## config.mk

```make
export PLATFORM = sky130hd
export DESIGN_NAME = fifo_stream_reader
export DESIGN_NICKNAME = d
export VERILOG_FILES = /design/src/rtl/stream_pkg.sv /design/src/rtl/skid_buffer.sv /design/src/rtl/fifo_stream_reader.sv
export SDC_FILE = /design/constraint.sdc
export NUM_CORES = 1
export LEC_CHECK = 0
export ABC_CLOCK_PERIOD_IN_PS = 9300
export CORE_UTILIZATION = 55
export CTS_CLUSTER_DIAMETER = 120
export DETAILED_ROUTE_END_ITERATION = 8
export DONT_BUFFER_PORTS = 1
export PLACE_DENSITY = 0.66
export SYNTH_ARGS = -nofsm -noshare
export SYNTH_HDL_FRONTEND = slang
export SYNTH_HIERARCHICAL = 1
export SYNTH_SLANG_ARGS = --single-unit
```

## constraint.sdc

```tcl
create_clock -name clk -period 9.3 [get_ports clk]
set_input_delay 1.395 -clock clk [delete_from_list [all_inputs] [get_ports clk]]
set_output_delay 1.395 -clock clk [all_outputs]
set_load 0.02 [all_outputs]
```

## src/rtl/stream_pkg.sv

```systemverilog
// Shared types and constants for the FIFO-to-stream reader and its skid buffer.
package stream_pkg;

    typedef enum logic [1:0] {
        ST_EMPTY = 2'd0,
        ST_ONE   = 2'd1,
        ST_TWO   = 2'd2
    } buf_state_t;

    localparam int FRAME_COUNT_W = 16;

endpackage

```

## src/rtl/skid_buffer.sv

```systemverilog
// Two-entry valid/ready buffer (output register plus skid register) carrying data and a last flag.
// in_ready depends only on local state, so there is no combinational path from out_ready upstream.
module skid_buffer
    import stream_pkg::*;
#(
    parameter int P_DATA_WIDTH = 32
) (
    input  logic                    clk,
    input  logic                    rst,
    input  logic                    in_valid,
    output logic                    in_ready,
    input  logic [P_DATA_WIDTH-1:0] in_data,
    input  logic                    in_last,
    output logic                    out_valid,
    input  logic                    out_ready,
    output logic [P_DATA_WIDTH-1:0] out_data,
    output logic                    out_last
);

    buf_state_t              state;
    buf_state_t              state_next;
    logic [P_DATA_WIDTH-1:0] skid_data;
    logic                    skid_last;
    logic                    push;
    logic                    hs;
    logic                    load_out;
    logic                    load_skid;
    logic                    move_skid;

    assign in_ready  = (state != ST_TWO) && !rst;
    assign out_valid = (state != ST_EMPTY);
    assign push      = in_valid && in_ready;
    assign hs        = out_valid && out_ready;

    always_comb begin
        state_next = state;
        load_out   = 1'b0;
        load_skid  = 1'b0;
        move_skid  = 1'b0;
        case (state)
            ST_EMPTY: begin
                if (push) begin
                    load_out   = 1'b1;
                    state_next = ST_ONE;
                end
            end
            ST_ONE: begin
                if (push && hs) begin
                    load_out = 1'b1;
                end else if (push) begin
                    load_skid  = 1'b1;
                    state_next = ST_TWO;
                end else if (hs) begin
                    state_next = ST_EMPTY;
                end
            end
            ST_TWO: begin
                if (hs) begin
                    move_skid  = 1'b1;
                    state_next = ST_ONE;
                end
            end
            default: state_next = ST_EMPTY;
        endcase
    end

    always_ff @(posedge clk) begin
        if (rst) begin
            state     <= ST_EMPTY;
            out_last  <= 1'b0;
            skid_last <= 1'b0;
        end else begin
            state <= state_next;
            if (load_out) begin
                out_last <= in_last;
            end else if (move_skid) begin
                out_last <= skid_last;
            end else if (hs) begin
                out_last <= 1'b0;
            end
            if (load_skid) begin
                skid_last <= in_last;
            end
        end
    end

    // Payload registers carry no reset; validity is tracked by state alone.
    always_ff @(posedge clk) begin
        if (load_out) begin
            out_data <= in_data;
        end else if (move_skid) begin
            out_data <= skid_data;
        end
        if (load_skid) begin
            skid_data <= in_data;
        end
    end

endmodule

```

## src/rtl/fifo_stream_reader.sv

```systemverilog
// Drains a first-word-fall-through FIFO into a framed valid/ready stream.
// Framing (beat count, last tag) is decided at pop time; the skid buffer only carries it.
module fifo_stream_reader
    import stream_pkg::*;
#(
    parameter int P_DATA_WIDTH = 32,
    parameter int P_LEN_WIDTH  = 8
) (
    input  logic                     clk,
    input  logic                     rst,
    input  logic [P_DATA_WIDTH-1:0]  fifo_data,
    input  logic                     fifo_empty,
    output logic                     fifo_rd_en,
    input  logic [P_LEN_WIDTH-1:0]   frame_len,
    output logic                     m_valid,
    input  logic                     m_ready,
    output logic [P_DATA_WIDTH-1:0]  m_data,
    output logic                     m_last,
    output logic [FRAME_COUNT_W-1:0] frame_count
);

    localparam logic [P_LEN_WIDTH-1:0]   LEN_ONE = P_LEN_WIDTH'(1);
    localparam logic [FRAME_COUNT_W-1:0] FC_ONE  = FRAME_COUNT_W'(1);

    logic                   buf_ready;
    logic [P_LEN_WIDTH-1:0] beat_cnt;
    logic [P_LEN_WIDTH-1:0] len_q;
    logic [P_LEN_WIDTH-1:0] len_eff;
    logic                   beat_last;

    assign fifo_rd_en = !fifo_empty && buf_ready;

    // The first beat of a frame uses the live frame_len (zero means one); later beats use the latched copy.
    assign len_eff   = (beat_cnt == '0) ? ((frame_len == '0) ? LEN_ONE : frame_len) : len_q;
    assign beat_last = (beat_cnt == (len_eff - LEN_ONE));

    always_ff @(posedge clk) begin
        if (rst) begin
            beat_cnt    <= '0;
            len_q       <= LEN_ONE;
            frame_count <= '0;
        end else begin
            if (fifo_rd_en) begin
                if (beat_cnt == '0) begin
                    len_q <= len_eff;
                end
                beat_cnt <= beat_last ? '0 : (beat_cnt + LEN_ONE);
            end
            if (m_valid && m_ready && m_last) begin
                frame_count <= frame_count + FC_ONE;
            end
        end
    end

    skid_buffer #(
        .P_DATA_WIDTH(P_DATA_WIDTH)
    ) u_buf (
        .clk      (clk),
        .rst      (rst),
        .in_valid (!fifo_empty),
        .in_ready (buf_ready),
        .in_data  (fifo_data),
        .in_last  (beat_last),
        .out_valid(m_valid),
        .out_ready(m_ready),
        .out_data (m_data),
        .out_last (m_last)
    );

endmodule

```

Word level (Yosys, flattened, before mapping):

Cells that the tools add are included.
Widths: inputs -> output; s select.

* bits of input ports: 44
* register bits after elaboration: 100
* logic and storage cells: 55
* output and inout bits: 51

* mux-type cells: 21
* eq/ne operators: 8
* reduce and logical (&&, ||, !) cells: 15
* add/sub/neg operators: 3

Operators by type and width (count)
* $mux 32: 2
* $mux 8: 3
* $add 16x1->16 const B: 1
* $logic_not 8->1: 2
* $mux 2: 5
* $mux 1: 9
* $add 8x1->8 const B: 1
* $eq 8x8->1: 1
* $sub 8x1->8 const B: 1
* $pmux 2 s3: 1
* $logic_and 1x1->1: 5
* $ne 2x1->1 const B: 2
* $ne 2x2->1 const B: 2
* $reduce_and 4->1: 1
* $reduce_bool 2->1: 2
* $ne 3x1->1 const B: 1
* $reduce_bool 3->1: 1
* $eq 2x1->1 const B: 1
* $eq 2x2->1 const B: 1
* $logic_not 1->1: 2
* $logic_not 2->1: 1
* $pmux 1 s2: 1
* $reduce_and 2->1: 1

Depth between registers and ports, before layout:

Gate-level depths: netlist of run 1.

* depth in word-level cells: 7
* mapped depth: 14

Modules after synthesis:

Netlist of run 1, hierarchy kept.

Modules (own cells, without submodules)
* skid_buffer: area each 2580.0 um^2, sequential area each 2001.9 um^2, instances 1, cells an instance 130
* fifo_stream_reader: area each 2008.2 um^2, sequential area each 640.6 um^2, instances 1, cells an instance 232

Worst setup path after synthesis of run 1:

No wires, ideal clock.

* path type: in2reg
* start point: input fifo_empty
* end point: register u_buf.skid_data[0] (enable)
* slack: 4.976 ns
* required time: 8.839 ns
* cell stages on the path: 3
* arrival time: 3.863 ns
* cells stage by stage: inv_1 > nand2b_4 > nor3_1

* word-level cells in the longest chain between the ends: 5
* elaborated cells between the ends (all ways): 6

RTL lines
* start: declaration: RTL line fifo_stream_reader.sv:12 `input logic fifo_empty,`
* $logic_not 1->1 *: RTL line fifo_stream_reader.sv:60 `.in_valid (!fifo_empty),`
* $logic_and 1x1->1 *: RTL line skid_buffer.sv:32 `assign push = in_valid && in_ready;`
* $mux 1 or $logic_and 1x1->1 (tied branches): RTL line skid_buffer.sv:50, skid_buffer.sv:48
* $mux 1 *: RTL line skid_buffer.sv:48 `if (push && hs) begin`
* $mux 1 *: RTL line skid_buffer.sv:40 `case (state)`
* net u_buf.load_skid: RTL line skid_buffer.sv:27 `logic load_skid;`
* end signal: assignment: RTL line skid_buffer.sv:95 `skid_data <= in_data;`
* end: declaration: RTL line skid_buffer.sv:22 `logic [P_DATA_WIDTH-1:0] skid_data;`

The timed path passes the listed nets; every way through them passes the cells marked *.
A chain may end at the register's enable or synchronous reset.

Worst setup path after layout of run 1:

* start point: input frame_len[1]
* end point: register u_buf.out_last

* word-level cells in the longest chain between the ends: 6

RTL lines
* start: declaration: RTL line fifo_stream_reader.sv:14 `input logic [P_LEN_WIDTH-1:0] frame_len,`
* $logic_not 8->1: RTL line fifo_stream_reader.sv:34 `assign len_eff = (beat_cnt == '0) ? ((frame_len == '0) ? LEN_ONE : frame_len) : len_q;`
* $mux 8 * (2 in series): RTL line fifo_stream_reader.sv:34
* $sub 8x1->8 *: RTL line fifo_stream_reader.sv:35 `assign beat_last = (beat_cnt == (len_eff - LEN_ONE));`
* $eq 8x8->1 *: RTL line fifo_stream_reader.sv:35
* net beat_last: RTL line fifo_stream_reader.sv:29 `logic beat_last;`
* $mux 1 *: RTL line skid_buffer.sv:74 `if (load_out) begin`
* end signal: assignment: RTL line skid_buffer.sv:75 `out_last <= in_last;`
* end signal: assignment: RTL line skid_buffer.sv:77 `out_last <= skid_last;`
* end: declaration: RTL line skid_buffer.sv:17 `output logic out_last`

Marks and branches as above.

==> metrics.log, run 1 <==
INFO  metric fin_total_pwr = just over 0.9 mW
INFO  metric tritoncts_clock_tree = built
INFO  metric die_area = ~0.0087 mm^2
INFO  metric mappedNetlistNets = 410
INFO  metric post_drt_wl_per_cell = 17.7 um
INFO  metric route.antenna.remaining_nets = 0
INFO  metric synth_seq_cells = 100
INFO  metric req_time_crit_path = 9570 ps
INFO  metric total_half_perimeter_wirelength_after_legalization_and_detailed_placement = approximately 5700 um
INFO  metric placed_cells_incl_taps = 451
INFO  metric crit_slowest_cell = sky130_fd_sc_hd__nor4_2
INFO  metric final_min_period_over_clock_period = between 30% and 40%
INFO  metric final_skew = ~16 ps
INFO  metric numClockSinks = 100
INFO  metric worst_path_most_repeated_cell = sky130_fd_sc_hd__xnor2_1
INFO  metric firstDrtPassIters = 5
INFO  metric yosysWarningCount = 6
INFO  metric fillCellCount = ~630
INFO  metric die_h = 93.3 um
INFO  metric synthToLayoutAreaGrowth = 6.11%
INFO  metric drive_gt1_share = between 10% and 20%
INFO  metric via_count_of_the_first_global_routing_pass = about 2700
INFO  metric synth_mux_area_share = approximately 12%
INFO  metric synth_enable_flop_cells = 64
INFO  metric initial_core_util = 58.2%
INFO  metric synth_compound_gate_area_share = approximately 8%
INFO  metric synthSimpleGateAreaFrac = 14.1%
INFO  metric clock_latency = 350 ps
INFO  metric dominantRegCellSynth = sky130_fd_sc_hd__edfxtp_1
INFO  metric max-clock-path-buffers = 2
INFO  metric insertedDiodeCount = 0
INFO  metric coreArea = between 0.007 and 0.008 mm^2
INFO  metric synth-xor-area-share = between 4 and 5%
INFO  metric netlist_area = about 0.0046 mm^2
INFO  metric max-slew-margin-rel = between 50 and 60%
INFO  metric critical-path-top-delay-family = simple AND/OR/NAND/NOR gates
INFO  metric postCtsResizedCells = 0
INFO  metric power.density = 187 mW/mm^2
INFO  metric timing.critical_path.arrival = roughly 3800 ps
INFO  metric tritoncts.num_buffers = 9
INFO  metric rows = 32
INFO  metric seqCellArea = ~0.0026 mm^2
INFO  metric path_class = in -> reg
INFO  metric initialDrtViolationCount = approximately 120
INFO  metric grt_setup_unrepaired = no
INFO  metric post_cts.repair.setup_buffers = 0
INFO  metric final_hold_viol_count = 0
INFO  metric postCtsHoldBufs = 0
INFO  metric cts.htree.levels = 3
INFO  metric yosys.area_share.adder = between 1 and 1.5%
INFO  metric ir_drop = between 0.0001 and 0.00015 V
INFO  metric cts_root_buffer = sky130_fd_sc_hd__clkbuf_8
INFO  metric worstHoldPathType = reg -> reg
INFO  metric multi_input_area = 0.00180 mm^2
INFO  metric groute.usage.overall = 20.2%
INFO  metric layout.cells.non_filler = between 400 and 500
INFO  metric grt_max_degree = 41
INFO  metric path_cells = nor4_2, a21oi_1, mux2_4, ha_1, xnor2_1, xnor2_1, nand2_1, nor3_4, a21boi_1, nand2_2, a211oi_2
INFO  metric chipWidth = between 90 and 100 um
INFO  metric leakagePower = between 1.5 and 2 nW
INFO  metric slew_viol_final = 0
INFO  metric final_period_minus_worst_setup_slack = 3510 ps
INFO  metric achievable-frequency = 285 MHz
INFO  metric initial_antenna_violation_count = 0
INFO  metric cp.buffers_inverters = 0
INFO  metric gp_congestion = 0.831
INFO  metric netlist_instances = ~360
INFO  metric max_stage_delay = 360 ps
INFO  metric ys_async_sr_fraction = 0%
INFO  metric first_pass_grt_wire_length = 13500 um
INFO  metric syn-mean-instance-area = 12.7 um^2
INFO  metric wl = around 8300 um
INFO  metric synth_sequential_area_ratio = 57.6%
INFO  metric synth_top_family_by_area = simple AND/OR/NAND/NOR gates
INFO  metric crit_fanout = 7
INFO  metric worst_slew_pin_slew = approximately 640 ps
INFO  metric vias_per_cell = approximately 5.9
INFO  metric synthDistinctLibCells = between 50 and 60
INFO  metric gr-total-overflow = 0
INFO  metric outcome = finished, final reports clean
INFO  metric crit_path_end_kind = flip-flop
INFO  metric final_setup_violation_count = 0
INFO  metric vias = about 2700
INFO  metric tns = 0 ps
INFO  metric ios = 95
INFO  metric cap_violations = 0
INFO  metric clk_transition_reported_paths = 90 ps
INFO  metric remaining_drc_errors = 0
INFO  metric port_buffers = 0
INFO  metric design.final.nets = approximately 400
INFO  metric critPathLaunchType = input port
worst paths after layout:
check	start	to	slack, ps	depth (start not counted)
min	u_buf/skid_last	u_buf/skid_last	490	2
max reg2reg	beat_cnt[2]	u_buf/out_last	5910	11
min reg2reg	u_buf/skid_last	u_buf/skid_last	490	2
max	frame_len[1]	u_buf/out_last	5790	11
logic make-up (layout without fill, tap and decap cells):
family,count (synthesis),after routing
AOI/OAI and AO/OA,49,49
muxes,48,48
buffers and inverters,28,31
xor gates and xnor gates,23,23
and+or+nand+nor,110,110
adders and majority gates,4,4
DFF,100,100
stage by stage:
stage	instance area (um^2)	utilization, %	setup slack [ps]	hold slack [ps]
after floorplan	4590	-	4980	454
after CTS	4870	61.7	5810	487
after global routing	4870	61.7	5560	532
final	4870	61.7	5790	492
after detailed placement	4640	58.8	5430	470
after global placement	4640	58.8	5480	480
layout by cell type (no fill, tap or decap), types with 6 or more instances in the layout:
master	count
sky130_fd_sc_hd__nand2_1	15
sky130_fd_sc_hd__nand4_1	6
sky130_fd_sc_hd__clkbuf_8	11
sky130_fd_sc_hd__nand3_1	16
sky130_fd_sc_hd__xor2_1	15
sky130_fd_sc_hd__o21ai_0	8
sky130_fd_sc_hd__dfxtp_1	36
sky130_fd_sc_hd__nor2_1	27
sky130_fd_sc_hd__edfxtp_1	64
sky130_fd_sc_hd__xnor2_1	8
sky130_fd_sc_hd__mux2_2	31
sky130_fd_sc_hd__inv_1	11
sky130_fd_sc_hd__nor3_1	8
sky130_fd_sc_hd__a211oi_1	11
sky130_fd_sc_hd__mux2i_1	14
sky130_fd_sc_hd__a21oi_1	9
layer usage:
layer	up-vias	GRT usage [%]	wire, um
li1	1335	-	-
met1	1311	28.4	3890
met2	91	29.7	3810
met3	8	5.93	489
met4	0	7.44	93
met5	-	0	0
synth_stat cells, types with 9 or more instances:
cell type	n	area [um^2]
sky130_fd_sc_hd__dfxtp_1	36	721
sky130_fd_sc_hd__a211oi_1	11	82.6
sky130_fd_sc_hd__xor2_1	15	131
sky130_fd_sc_hd__mux2i_1	14	140
sky130_fd_sc_hd__nand3_1	16	80.1
sky130_fd_sc_hd__a21oi_1	9	45.0
sky130_fd_sc_hd__edfxtp_1	64	1920
sky130_fd_sc_hd__inv_1	11	41.3
sky130_fd_sc_hd__nor2_1	27	101
sky130_fd_sc_hd__nor3_1	9	45.0
sky130_fd_sc_hd__nand2_1	15	56.3
sky130_fd_sc_hd__mux2_2	31	349
layout make-up:
class	count	share of cell area, %
Inverter	12	0.925
Clock buffer	12	3.19
Multi-Input combinational cell	234	36.9
Sequential cell	100	54.3
Clock inverter	4	1.59
Tap cell	102	2.62
Timing Repair Buffer	3	0.463
sequential cells by signal, summed over array words and instances, names as in the netlist:
name / cells
u_buf/out_data: 32
u_buf/skid_data: 32
frame_count: 16
beat_cnt: 8
len_q: 8
u_buf/state: 2
u_buf/out_last: 1
u_buf/skid_last: 1
report_power, final:
part	total [mW]	internal (mW)	switching (mW)	leakage (nW)
sequential	0.506	0.487	0.0185	0.879
clock	0.312	0.169	0.143	0.118
combinational	0.0949	0.0422	0.0526	0.684
worst min-delay path, delay by kind of cell, from the launching register on:
family	cells	cell delay (ps)
AO/OA/AOI/OAI	2	130
flip-flops	1	320
Note: power is estimated with default switching activity, not from simulation.
==> run 2: changes to the inputs <==
ABC_CLOCK_PERIOD_IN_PS = 3700   (was 9300)
clock period = 3.7 ns   (was 9.3 ns; I/O delays follow)
==> run 2 against run 1 <==
  * Worst hold slack lost 240 ps
  * Clock-buffer cell count down 3
  * Critical path type is now reg -> reg
  * Register-to-register slack got worse by 5500 ps
  * Largest power group unchanged
  * Largest cell class unchanged
  * Sequential share of layout area grew 0.24 points
  * Sequential power grew to 2.5 times the previous value
==> metrics.log, run 2 (synthesis gave the netlist of run 1 again) <==
INFO  metric outcome = finished, final reports clean
INFO  metric wl = 8220 um
INFO  metric layout_common_cells = sky130_fd_sc_hd__edfxtp_1 (64), sky130_fd_sc_hd__dfxtp_1 (36), sky130_fd_sc_hd__mux2_2 (31)
INFO  metric seq_power_share = 57.3%
INFO  metric path_class = reg -> reg
INFO  metric max-slew-margin-rel = 68.9%
INFO  metric initialDrtViolationCount = between 100 and 150
INFO  metric vias_per_cell = 5.90
INFO  metric coreArea = 0.00789 mm^2
INFO  metric fin_total_pwr = between 2 and 2.5 mW
INFO  metric req_time_crit_path = between 3000 and 4000 ps
INFO  metric fillCellCount = between 600 and 700
INFO  metric synthToLayoutAreaGrowth = 5.64%
INFO  metric crit_fanout = 10
INFO  metric net-switching-power = roughly 0.57 mW
INFO  metric design.final.nets = 409
INFO  metric place_area = between 0.004 and 0.005 mm^2
INFO  metric final_period_minus_worst_setup_slack = between 3000 and 4000 ps
INFO  metric drive_gt1_share = 20.2%
INFO  metric max-clock-path-buffers = 2
INFO  metric ios = 95
INFO  metric vias = between 2000 and 3000
INFO  metric grt_setup_unrepaired = no
INFO  metric leakagePower = between 1.5 and 2 nW
INFO  metric crit_path_end_kind = flip-flop
INFO  metric gr-total-overflow = 0
INFO  metric clk_transition_reported_paths = 100 ps
INFO  metric initial_antenna_violation_count = 0
INFO  metric power.density = 458 mW/mm^2
INFO  metric via_count_of_the_first_global_routing_pass = approximately 2700
INFO  metric achievable-frequency = about 300 MHz
INFO  metric layout.cells.non_filler = around 470
INFO  metric route.antenna.remaining_nets = 0
INFO  metric first_pass_grt_wire_length = ~13000 um
INFO  metric rows = 32
INFO  metric grt_max_degree = 41
INFO  metric cap_violations = 0
INFO  metric final_min_period_over_clock_period = about 89%
INFO  metric firstDrtPassIters = 4
INFO  metric power.combinational.fraction = a little over a tenth
INFO  metric final_skew = 13.3 ps
INFO  metric multi_input_area = approximately 0.0018 mm^2
INFO  metric worst_slew_pin_slew = roughly 470 ps
INFO  metric post-route-cell-area = between 0.004 and 0.005 mm^2
INFO  metric top_regs = u_buf/out_data: 32 flops, u_buf/skid_data: 32 flops, frame_count: 16 flops
INFO  metric layout_commonest_cell = sky130_fd_sc_hd__edfxtp_1
INFO  metric tns = 0 ps
INFO  metric internal_power = 1.65 mW
INFO  metric cts.htree.levels = 3
INFO  metric remaining_drc_errors = 0
INFO  metric worstHoldPathType = in -> reg
INFO  metric detailedPlace.worstSlack = between 400 and 500 ps
INFO  metric finish.utilization = 61.5%
INFO  metric final_hold_viol_count = 0
INFO  metric postCtsResizedCells = 0
INFO  metric cts_root_buffer = sky130_fd_sc_hd__clkbuf_8
INFO  metric die_h = about 93 um
INFO  metric initial_core_util = around 58%
INFO  metric slew_viol_final = 0
INFO  metric clock_latency = 360 ps
INFO  metric hold-worst-slack = roughly 250 ps
INFO  metric tritoncts.num_buffers = 9
INFO  metric gp_congestion = around 0.82
INFO  metric post_drt_wl_per_cell = ~18 um
INFO  metric timing.critical_path.arrival = roughly 3600 ps
INFO  metric critPathLaunchType = flip-flop
INFO  metric final_setup_violation_count = 0
INFO  metric groute.usage.overall = between 10% and 20%
INFO  metric total_half_perimeter_wirelength_after_legalization_and_detailed_placement = 5500 um
INFO  metric numClockSinks = 100
INFO  metric seqCellArea = ~0.0026 mm^2
INFO  metric swShare = approximately a quarter
INFO  metric tritoncts_clock_tree = built
INFO  metric port_buffers = 0
INFO  metric post_cts.repair.setup_buffers = 0
INFO  metric postCtsHoldBufs = 0
INFO  metric chipWidth = roughly 93 um
INFO  metric insertedDiodeCount = 0
INFO  metric ir_drop = roughly 0.00023 V
INFO  metric clkPwrFrac = between 30% and 40%
INFO  metric timing.final.ws_setup = slightly below 400 ps
INFO  metric die_area = between 0.008 and 0.009 mm^2
INFO  metric placed_cells_incl_taps = around 450
## run 2: power by group through the flow
stage                     Sequential, mW  Clock, mW  Combinational, mW
final                               1.27      0.711              0.238
after global routing                1.28      0.777              0.264
after CTS                           1.27      0.738              0.239
after detailed placement            1.30          0              0.239
after global placement              1.30          0              0.236
after floorplan                     1.29          0              0.218
## run 2: path summary, 6_finish.rpt
path	slack, ps	from	end	cells after the start
min reg2reg	490	u_buf/skid_last	u_buf/skid_last	2
max reg2reg	390	beat_cnt[0]	u_buf/out_last	13
max	390	beat_cnt[0]	u_buf/out_last	13
min	250	rst	frame_count[1]	1
## run 2: cell type report
class	count	area share (%)
sequential	100	54.5
multi-input combinational	234	37.1
tap	102	2.63
clock buffer	9	2.56
clock inverter	7	1.65
inverter	12	0.929
timing repair buffer	4	0.620
## run 2: worst max-delay path: stages (launching register included)
cell and delay [ps]:
sky130_fd_sc_hd__dfxtp_1 400, sky130_fd_sc_hd__inv_1 90, sky130_fd_sc_hd__ha_1 160, sky130_fd_sc_hd__nor3b_4 360, sky130_fd_sc_hd__and2_4 300, sky130_fd_sc_hd__mux2_4 350, sky130_fd_sc_hd__ha_1 260, sky130_fd_sc_hd__xnor2_1 150
sky130_fd_sc_hd__xnor2_1 220, sky130_fd_sc_hd__nand2_1 150, sky130_fd_sc_hd__nor3_4 300, sky130_fd_sc_hd__a21boi_1 270, sky130_fd_sc_hd__nand2_2 70, sky130_fd_sc_hd__a211oi_2 170
## run 2: layer usage
layer	routed length, um	vias up	track usage (%)	part of all wire, %
met3	552	8	5.20	6.7
met5	0	-	0	0
met4	93	0	6.92	1.1
met1	3680	1323	27.0	45
met2	3890	89	31.2	47
li1	-	1341	-	-
==> run 3: changes to the inputs <==
CORE_ASPECT_RATIO = 0.9   (was default)
SKIP_CTS_REPAIR_TIMING = 1   (was default)
==> run 3 against run 2 <==
  * The run now ends with design-rule violations left
  * Clock power hardly changed
  * Clock-buffer cell count stayed put
  * Combinational power hardly changed
  * Largest power group unchanged
  * Worst hold slack worse by 5.7 ps
  * Critical path depth stayed put
  * Worst setup slack worse by 24 ps
  * First-iteration DRC count is 5.6% lower
  * Cell area stayed put
  * Cell count is 0.64% lower
  * Non-clock buffer count stayed put
  * Sequential cell count stayed put
  * Via count is 1.6% lower
==> metrics.log, run 3 (synthesis gave the netlist of run 1 again) <==
INFO  metric clock_latency = around 360 ps
INFO  metric final_skew = 13.3 ps
INFO  metric clk_transition_reported_paths = between 100 and 150 ps
INFO  metric place_area = approximately 0.0046 mm^2
INFO  metric top_regs = u_buf/out_data: 32 flops, u_buf/skid_data: 32 flops, frame_count: 16 flops
INFO  metric path_cells = inv_1, ha_1, nor3b_4, and2_4, mux2_4, ha_1, xnor2_1, xnor2_1, nand2_1, nor3_4, a21boi_1, nand3_1, a21oi_1
INFO  metric met2_length = approximately 3800 um
INFO  metric topRoutingLayerUsed = met4
INFO  metric final_min_period_over_clock_period = about nine tenths
INFO  metric total_met3_wirelength_after_detailed_routing = between 400 and 500 um
INFO  metric violated_checks = design-rule violations
INFO  metric leakagePower = between 1.5 and 2 nW
INFO  metric crit_path_end_kind = flip-flop
INFO  metric remaining_drc_errors = 7
INFO  metric design.final.nets = 409
INFO  metric timing.final.ws_setup = 366 ps
INFO  metric grt_setup_unrepaired = no
INFO  metric post-route-cell-area = just under 0.005 mm^2
INFO  metric vias_per_cell = around 6
INFO  metric wl = ~8200 um
INFO  metric gr-total-overflow = 0
INFO  metric worstHoldPathType = in -> reg
INFO  metric max_stage_delay = 400 ps
INFO  metric power.density = between 400 and 500 mW/mm^2
INFO  metric chipWidth = approximately 98 um
INFO  metric fillCellCount = 671
INFO  metric via_count_of_the_first_global_routing_pass = between 2000 and 3000
INFO  metric synthToLayoutAreaGrowth = 5.64%
INFO  metric timing.critical_path.arrival = 3630 ps
INFO  metric critical-path-top-delay-family = simple AND/OR/NAND/NOR gates
INFO  metric firstDrtPassIters = 8
INFO  metric outcome = complete, but fails checks
INFO  metric crit_slowest_cell = sky130_fd_sc_hd__dfxtp_1
INFO  metric groute.usage.overall = about a fifth
INFO  metric cts_root_buffer = sky130_fd_sc_hd__clkbuf_8
INFO  metric layout_common_cells = sky130_fd_sc_hd__edfxtp_1 (64), sky130_fd_sc_hd__dfxtp_1 (36), sky130_fd_sc_hd__mux2_2 (31)
INFO  metric crit_fanout = 10
INFO  metric numClockSinks = 100
INFO  metric path_class = reg -> reg
INFO  metric final_period_minus_worst_setup_slack = 3330 ps
INFO  metric final_setup_violation_count = 0
INFO  metric req_time_crit_path = ~4000 ps
INFO  metric drive_gt1_share = about a fifth
INFO  metric tritoncts_clock_tree = built
INFO  metric cp.buffers_inverters = 1
INFO  metric initial_core_util = a little under three fifths
INFO  metric first_pass_grt_wire_length = 13100 um
INFO  metric drt-met1-wl = 3810 um
INFO  metric die_h = between 80 and 90 um
INFO  metric die_area = a little under 0.009 mm^2
INFO  metric vias = approximately 2700
INFO  metric fin_total_pwr = between 2 and 2.5 mW
INFO  metric gp_congestion = 0.884
INFO  metric grt_max_degree = between 40 and 50
INFO  metric cts.htree.levels = 3
INFO  metric coreArea = just over 0.008 mm^2
INFO  metric final_hold_viol_count = 0
INFO  metric tritoncts.num_buffers = 9
INFO  metric cap_violations = 0
INFO  metric layout_commonest_cell = sky130_fd_sc_hd__edfxtp_1
INFO  metric route.antenna.remaining_nets = 0
INFO  metric achievable-frequency = ~300 MHz
INFO  metric slew_viol_final = 0
INFO  metric insertedDiodeCount = 0
INFO  metric tns = 0 ps
INFO  metric initial_antenna_violation_count = 0
INFO  metric ir_drop = between 0.0002 and 0.00025 V
INFO  metric total_half_perimeter_wirelength_after_legalization_and_detailed_placement = approximately 5600 um
INFO  metric worst_slew_pin_slew = around 490 ps
INFO  metric detailedPlace.worstSlack = 406 ps
INFO  metric max-slew-margin-rel = roughly two thirds
INFO  metric initialDrtViolationCount = ~120
INFO  metric hold-worst-slack = around 250 ps
INFO  metric post_drt_wl_per_cell = 17.6 um
INFO  metric max-clock-path-buffers = 2
INFO  metric ios = 95
INFO  metric critPathLaunchType = flip-flop
INFO  metric rows = 31
INFO  metric port_buffers = 0
run 3: cell types whose count changed in the layout (fill, tap and decap cells not counted), sizes merged:
| cell | before | now |
|---|---|---|
| clkinv | 1 | 4 |
| clkinvlp | 2 | 0 |
| inv | 15 | 14 |
run 3: path summary, 6_finish.rpt:
kind	from	endpoint	slack, ps	cells past startpoint
max	beat_cnt[0]	u_buf/skid_last	370	13
min	rst	frame_count[7]	250	1
max reg2reg	beat_cnt[0]	u_buf/skid_last	370	13
min reg2reg	u_buf/skid_last	u_buf/skid_last	500	2
run 3: worst reg2reg max path, delay by kind of cell (launching register included):
kind                     cells  cell delay, ps
XOR/XNOR                     2             350
AO/OA/AOI/OAI                2             430
buffers and inverters        1              90
adder cells (fa/ha/maj)      2             410
AND/OR/NAND/NOR              5            1240
flip-flops                   1             400
multiplexers                 1             350
run 3: layer usage:
layer / track usage, % / up-vias
met5: 0 / -
met4: 6.51 / 0
met3: 6.48 / 7
met2: 30.3 / 71
met1: 25.9 / 1302
li1: - / 1337
run 3: where the power goes:
group / total (mW) / switching (mW) / internal [mW]
Clock: 0.713 / 0.387 / 0.326
Combinational: 0.240 / 0.134 / 0.106
Sequential: 1.27 / 0.0455 / 1.22
run 3: final cells by class:
| class | count | area [um^2] | area share (%) |
|---|---|---|---|
| clock buffer | 9 | 124 | 2.56 |
| inverter | 12 | 45.0 | 0.929 |
| multi-input combinational | 234 | 1800 | 37.1 |
| timing repair buffer | 4 | 30.0 | 0.620 |
| clock inverter | 7 | 83.8 | 1.73 |
| sequential | 100 | 2640 | 54.5 |
| tap | 99 | 124 | 2.56 |
run 3: stage by stage:
stage	cells	utilization [%]
5_1_grt	465	60.1
2_1_floorplan	362	-
3_5_place_dp	449	57.5
6_report	465	60.1
3_3_place_gp	449	57.5
4_1_cts	465	60.1
